<file path="config.mk">
export PLATFORM = sky130hd
export DESIGN_NAME = cgra_test_driver
export DESIGN_NICKNAME = d
export VERILOG_FILES = /design/src/rtl/cgra_test_driver.sv
export SDC_FILE = /design/constraint.sdc
export NUM_CORES = 1
export LEC_CHECK = 0
export ABC_AREA = 1
export CAP_MARGIN = 15
export CORE_ASPECT_RATIO = 1.25
export CORE_UTILIZATION = 45
export CTS_CLUSTER_DIAMETER = 30
export DETAILED_ROUTE_END_ITERATION = 7
export PLACE_DENSITY = 0.78
export SYNTH_ARGS = -nofsm -noshare
export SYNTH_HDL_FRONTEND = slang
export SYNTH_SLANG_ARGS = --single-unit
</file>
<file path="constraint.sdc">
create_clock -name clk_in -period 2 [get_ports clk_in]
set_input_delay 0.3 -clock clk_in [delete_from_list [all_inputs] [get_ports clk_in]]
set_output_delay 0.3 -clock clk_in [all_outputs]
set_load 0.01 [all_outputs]
</file>
<file path="src/rtl/cgra_test_driver.sv">
// cgra_test_driver: streams config beats to a CGRA, then drives per-side pad stimulus for MAX_CYCLES cycles
// Ports: clk_in/reset_in (async active-low), start_in/abort_in control; cfg_valid/ready/last/addr/data_in
// config stream in, config_addr/data_out to the CGRA; side_mode/seed_in select per-side stimulus on
// pad_data_out; pad_data_in feeds sig_out; cycle_count_out, state_out, done_out report progress.
// Optional macro SIGNATURE_EN adds per-side rotate-xor output signatures (otherwise sig_out is 0).
module cgra_test_driver #(
  parameter int NUM_SIDES  = 4,
  parameter int DATA_W     = 16,
  parameter int CFG_AW     = 32,
  parameter int CFG_DW     = 32,
  parameter int CYC_W      = 64,
  parameter int MAX_CYCLES = 2000
) (
  input  logic                        clk_in,
  input  logic                        reset_in,
  input  logic                        start_in,
  input  logic                        abort_in,
  input  logic                        cfg_valid_in,
  output logic                        cfg_ready_out,
  input  logic                        cfg_last_in,
  input  logic [CFG_AW-1:0]           cfg_addr_in,
  input  logic [CFG_DW-1:0]           cfg_data_in,
  output logic [CFG_AW-1:0]           config_addr_out,
  output logic [CFG_DW-1:0]           config_data_out,
  input  logic [2*NUM_SIDES-1:0]      side_mode_in,
  input  logic [DATA_W*NUM_SIDES-1:0] side_seed_in,
  output logic [DATA_W*NUM_SIDES-1:0] pad_data_out,
  input  logic [DATA_W*NUM_SIDES-1:0] pad_data_in,
  output logic [DATA_W*NUM_SIDES-1:0] sig_out,
  output logic [CYC_W-1:0]            cycle_count_out,
  output logic [1:0]                  state_out,
  output logic                        done_out
);
  typedef enum logic [1:0] {IDLE = 2'd0, CONFIG = 2'd1, RUN = 2'd2, DONE = 2'd3} state_t;
  state_t r_state, w_next;
  logic [CFG_AW-1:0] r_cfg_addr;
  logic [CFG_DW-1:0] r_cfg_data;
  logic [DATA_W*NUM_SIDES-1:0] r_pad, w_pad_load, w_pad_step;
  logic [CYC_W-1:0] r_count;
  logic w_accept, w_start, w_last_run;
  assign cfg_ready_out   = r_state == CONFIG;
  assign w_accept        = cfg_valid_in && cfg_ready_out;
  assign w_start         = start_in && (r_state == IDLE || r_state == DONE);
  assign w_last_run      = r_count == CYC_W'(MAX_CYCLES - 1);
  assign config_addr_out = r_cfg_addr;
  assign config_data_out = r_cfg_data;
  assign pad_data_out    = r_pad;
  assign cycle_count_out = r_count;
  assign state_out       = r_state;
  assign done_out        = r_state == DONE;
  always_comb begin
    w_next = r_state;
    if (abort_in) w_next = IDLE;
    else if (w_start) w_next = CONFIG;
    else if (w_accept && cfg_last_in) w_next = RUN;
    else if (r_state == RUN && w_last_run) w_next = DONE;
  end
  always_ff @(posedge clk_in or negedge reset_in)
    if (!reset_in) r_state <= IDLE;
    else r_state <= w_next;
  for (genvar s = 0; s < NUM_SIDES; s++) begin : g_side
    logic [1:0] w_mode;
    logic [DATA_W-1:0] w_seed, w_pad;
    assign w_mode = side_mode_in[2*s +: 2];
    assign w_seed = side_seed_in[DATA_W*s +: DATA_W];
    assign w_pad  = r_pad[DATA_W*s +: DATA_W];
    assign w_pad_load[DATA_W*s +: DATA_W] = w_mode == 2'b00 ? '0 : w_seed;
    assign w_pad_step[DATA_W*s +: DATA_W] = w_mode == 2'b00 ? '0 :
                                            w_mode == 2'b01 ? w_seed :
                                            w_mode == 2'b10 ? w_pad + DATA_W'(1) : w_pad - DATA_W'(1);
  end
  // Abort only clears the config outputs; pads and counter keep their values.
  always_ff @(posedge clk_in or negedge reset_in)
    if (!reset_in) begin
      r_cfg_addr <= '0;
      r_cfg_data <= '0;
      r_pad      <= '0;
      r_count    <= '0;
    end else begin
      r_cfg_addr <= (!abort_in && w_accept) ? cfg_addr_in : '0;
      r_cfg_data <= (!abort_in && w_accept) ? cfg_data_in : '0;
      if (!abort_in && w_start) begin
        r_count <= '0;
        r_pad   <= w_pad_load;
      end else if (!abort_in && r_state == RUN) begin
        r_count <= r_count + CYC_W'(1);
        r_pad   <= w_pad_step;
      end
    end
`ifdef SIGNATURE_EN
  logic [DATA_W*NUM_SIDES-1:0] r_sig, w_sig_step;
  for (genvar s = 0; s < NUM_SIDES; s++) begin : g_sig
    logic [DATA_W-1:0] w_cur;
    assign w_cur = r_sig[DATA_W*s +: DATA_W];
    assign w_sig_step[DATA_W*s +: DATA_W] = {w_cur[DATA_W-2:0], w_cur[DATA_W-1]} ^ pad_data_in[DATA_W*s +: DATA_W];
  end
  always_ff @(posedge clk_in or negedge reset_in)
    if (!reset_in) r_sig <= '0;
    else if (!abort_in && w_start) r_sig <= '0;
    else if (!abort_in && r_state == RUN) r_sig <= w_sig_step;
  assign sig_out = r_sig;
`else
  logic w_unused_pad_in;
  assign w_unused_pad_in = ^pad_data_in;
  assign sig_out = '0;
`endif
endmodule

</file>
==> impl_metrics.py <==
metrics = {
    "cells_and_area": {
        "nFillCells": 2774,
        "multi_input_area_sq_mm": 0.008605,
        "utilization_pct": 66.57,
        "fin_nets": 3061,
        "final_cells": 3211,
        "area_delta_synth_final_pct": 45.05,
        "layout-drive-gt1-share_pct": 14.44,
        "seq_area_sq_mm": 0.004857,
    },
    "cts": {
        "clkTransAtPathRegs_ns": 0.09,
        "numCtsBuffers": 17,
        "cts_buffer_depth": 2,
        "clock_sinks": 194,
        "htreeDepth": 4,
        "root_buffer": "clkbuf_16",
        "worstSkewPairLatency_ns": 0.46,
        "cts_tree": "yes",
    },
    "yosys": {
        "synth_compound_area_share_pct": 9.355,
        "syn_area_per_cell_sq_um": 6.486,
        "synth_top_area_cell": "dfrtp_1",
        "muxShareOfSynthArea_pct": 0,
        "yosysMostFrequentCell": "nand2_1",
        "async_flop_share_pct": 100.0,
        "synthFlopType": "dfrtp_1",
        "ys_ff_latch": 194,
        "ys_seq_area_share_pct": 33.09,
        "synth_commonest_cells": "nand2_1 (659), inv_1 (385), nor2_1 (280)",
        "synthXorXnorAreaFrac_pct": 0.6567,
        "synth-edff-count": 0,
        "synth.distinct_cells": 45,
        "synth-simple-area-share_pct": 36.14,
        "synth_area_leaders": "dfrtp_1 (33%), nand2_1 (17%), inv_1 (9.8%), nor2_1 (7.2%), ha_1 (5.6%)",
        "yosys_warnings": 0,
        "synth-adder-area-share_pct": 6.174,
        "synth_top_family_by_area": "simple AND/OR/NAND/NOR gates",
        "netlist_area_sq_mm": 0.01467,
        "syn_inst": 2262,
        "netlist.area_leader.share_pct": 33.09,
    },
    "worst_setup_path": {
        "critPathMaxFanout": 11,
        "cp-end-kind": "flop",
        "cpMaxStageDelayCell": "dfrtp_1",
        "crit_chain": "ha_4 > nand2_4 > buf_6 > nor2_4 > buf_12 > nor2_1 > buf_6 > nor2_1 > nor2_2 > o21ai_0 > nand2_1",
        "cpPeakStageDelay_ns": 0.42,
        "critPathArrivalTime_ns": 2.29,
        "critical_path.top_delay_family": "simple AND/OR/NAND/NOR gates",
        "critPathBufInv": 3,
        "crit_type": "flop to flop",
        "required_ns": 2.34,
        "cp-start-kind": "flop",
    },
    "power": {
        "power_mw": 18.31,
        "leakagePower_nw": 10.95,
        "ir_worst_vdd_mv": 0.5388,
        "power_density_mw_per_mm2": 860.2,
    },
    "route": {
        "vias": 16777,
        "wl_per_cell_um": 17.05,
        "via_per_inst": 5.225,
        "drc_errors": 0,
        "dr.pass1.iters": 7,
        "wl_mm": 54.75,
        "drt_iter0_markers": 1314,
        "final_antenna_net_count": 0,
    },
    "global_route": {
        "track_usage_pct": 31.72,
        "grt_pass1_wl_mm": 82.01,
        "grt_pass1_vias": 16231,
        "overflow": 0,
        "grt_start_max_net_pins": 65,
        "grt_antenna_before_repair": 0,
    },
    "die": {
        "initial_utilization_pct": 45.89,
        "design.die.area_sq_mm": 0.03333,
        "die_w_um": 163.5,
        "die_h_um": 203.9,
        "ios": 466,
        "num_rows": 73,
        "core_sq_mm": 0.03197,
    },
    "place": {
        "gp_congestion": 1.022,
        "placed_cells": 3160,
        "dp_hpwl_mm": 42.33,
        "place_ws_ns": -0.5319,
        "portBuffers": 337,
    },
    "sta": {
        "fmax_mhz": 513.4,
        "worst_pin_slew_ns": 0.4928,
        "timing.final.ws_setup_ns": 0.05233,
        "fin_skew_ns": 0.01512,
        "grt_setup_unrepaired": "true",
        "slew_viol_final": 0,
        "setup_viol": 0,
        "period_needed_ns": 1.948,
        "period_share_pct": 97.38,
        "hold_violations": 0,
        "max_slew_margin_pct": 66.84,
        "hold_slack_ns": 0.3225,
    },
    "job": {
        "max_cap_viol_count": 0,
    },
    "hold_path": {
        "hold_class": "input port to async pin",
    },
    "run_status": {
        "status": "finished, final reports clean",
    },
}
[state kept, by name, indices dropped and copies added (netlist names)]
register         count
cycle_count_out     64
config_addr_out     32
state_out            2
pad_data_out        64
config_data_out     32
[report_power, final]
group	internal [mW]	total (mW)	leakage, nW	switching [mW]
combinational	4.37	9.41	8.02	5.05
clock	1.75	3.72	0.306	1.97
sequential	4.42	5.17	2.62	0.748
total	10.5	18.3	10.9	7.77
[cell type report]
cell class / instances / share of cell area, %
Multi-Input combinational cell: 1636 / 40.43
Inverter: 392 / 6.961
Clock inverter: 15 / 0.9818
Sequential cell: 194 / 22.82
Antenna cell: 1 / 0.01176
Tap cell: 412 / 2.422
Clock buffer: 17 / 1.999
Timing Repair Buffer: 544 / 24.37
[layout by cell type (no fill, tap or decap), drive strengths merged, types with 2 or more instances in the layout]
| master | n |
|---|---|
| buf | 203 |
| nand3 | 142 |
| dfrtp | 194 |
| nand4 | 58 |
| xnor2 | 2 |
| clkinv | 7 |
| fa | 4 |
| clkbuf | 22 |
| o21bai | 2 |
| inv | 400 |
| or2 | 4 |
| xor2 | 9 |
| a21oi | 82 |
| o21ai | 121 |
| a22o | 12 |
| nand3b | 7 |
| nor4 | 4 |
| conb | 64 |
| nand2 | 667 |
| nor3 | 49 |
| clkdlybuf4s50 | 328 |
| dlymetal6s2s | 7 |
| ha | 66 |
| nor2 | 296 |
| a32o | 3 |
| o22ai | 17 |
| o21a | 4 |
| and2 | 13 |
| o211ai | 5 |
[cell families after synthesis]
logic type / count (synthesis)
flops: 194
xor+xnor: 11
compound gates: 250
other cells: 1
fa+ha+maj: 70
buf+inv: 496
simple gates: 1240
[metal layers]
metal	share of wire, %	track usage, %	up-vias	wire [um]
li1	-	-	8034	-
met4	5.8	16.96	0	3192
met5	0	0	-	0
met2	51	58.07	756	27750
met3	6.5	5.864	204	3573
met1	37	34.17	7783	20240
[path summary, 6_finish.rpt]
kind                                     start             endpoint  slack [ns]  depth (start not counted)
max                               state_out[1]      pad_data_out[8]        0.05                         11
min                                   reset_in  cycle_count_out[25]        0.32                          2
max reg2reg                       state_out[1]      pad_data_out[8]        0.05                         11
min reg2reg                cycle_count_out[14]  cycle_count_out[14]        0.54                          1
max in group asynchronous             reset_in   cycle_count_out[5]        0.99                          3
min in group clk_in             cfg_addr_in[1]   config_addr_out[1]        0.34                          3
[stage by stage]
stage          area [sq um]  TNS (ns)
6_report              21280         0
5_1_grt               21280   -0.8449
4_1_cts               20410  -0.02651
3_5_place_dp          19730    -21.94
3_3_place_gp          19730    -19.33
2_1_floorplan         14920         0
[repair_timing]
item,in CTS,in global routing
hold endpoints to repair,30,0
gates resized for setup,14,164
setup buffers,1,12
pin swaps,2,28
cloned,0,4
endpoints found under the setup margin,26,92
hold buffers,1,0
Power figures use the tool's default switching activity.
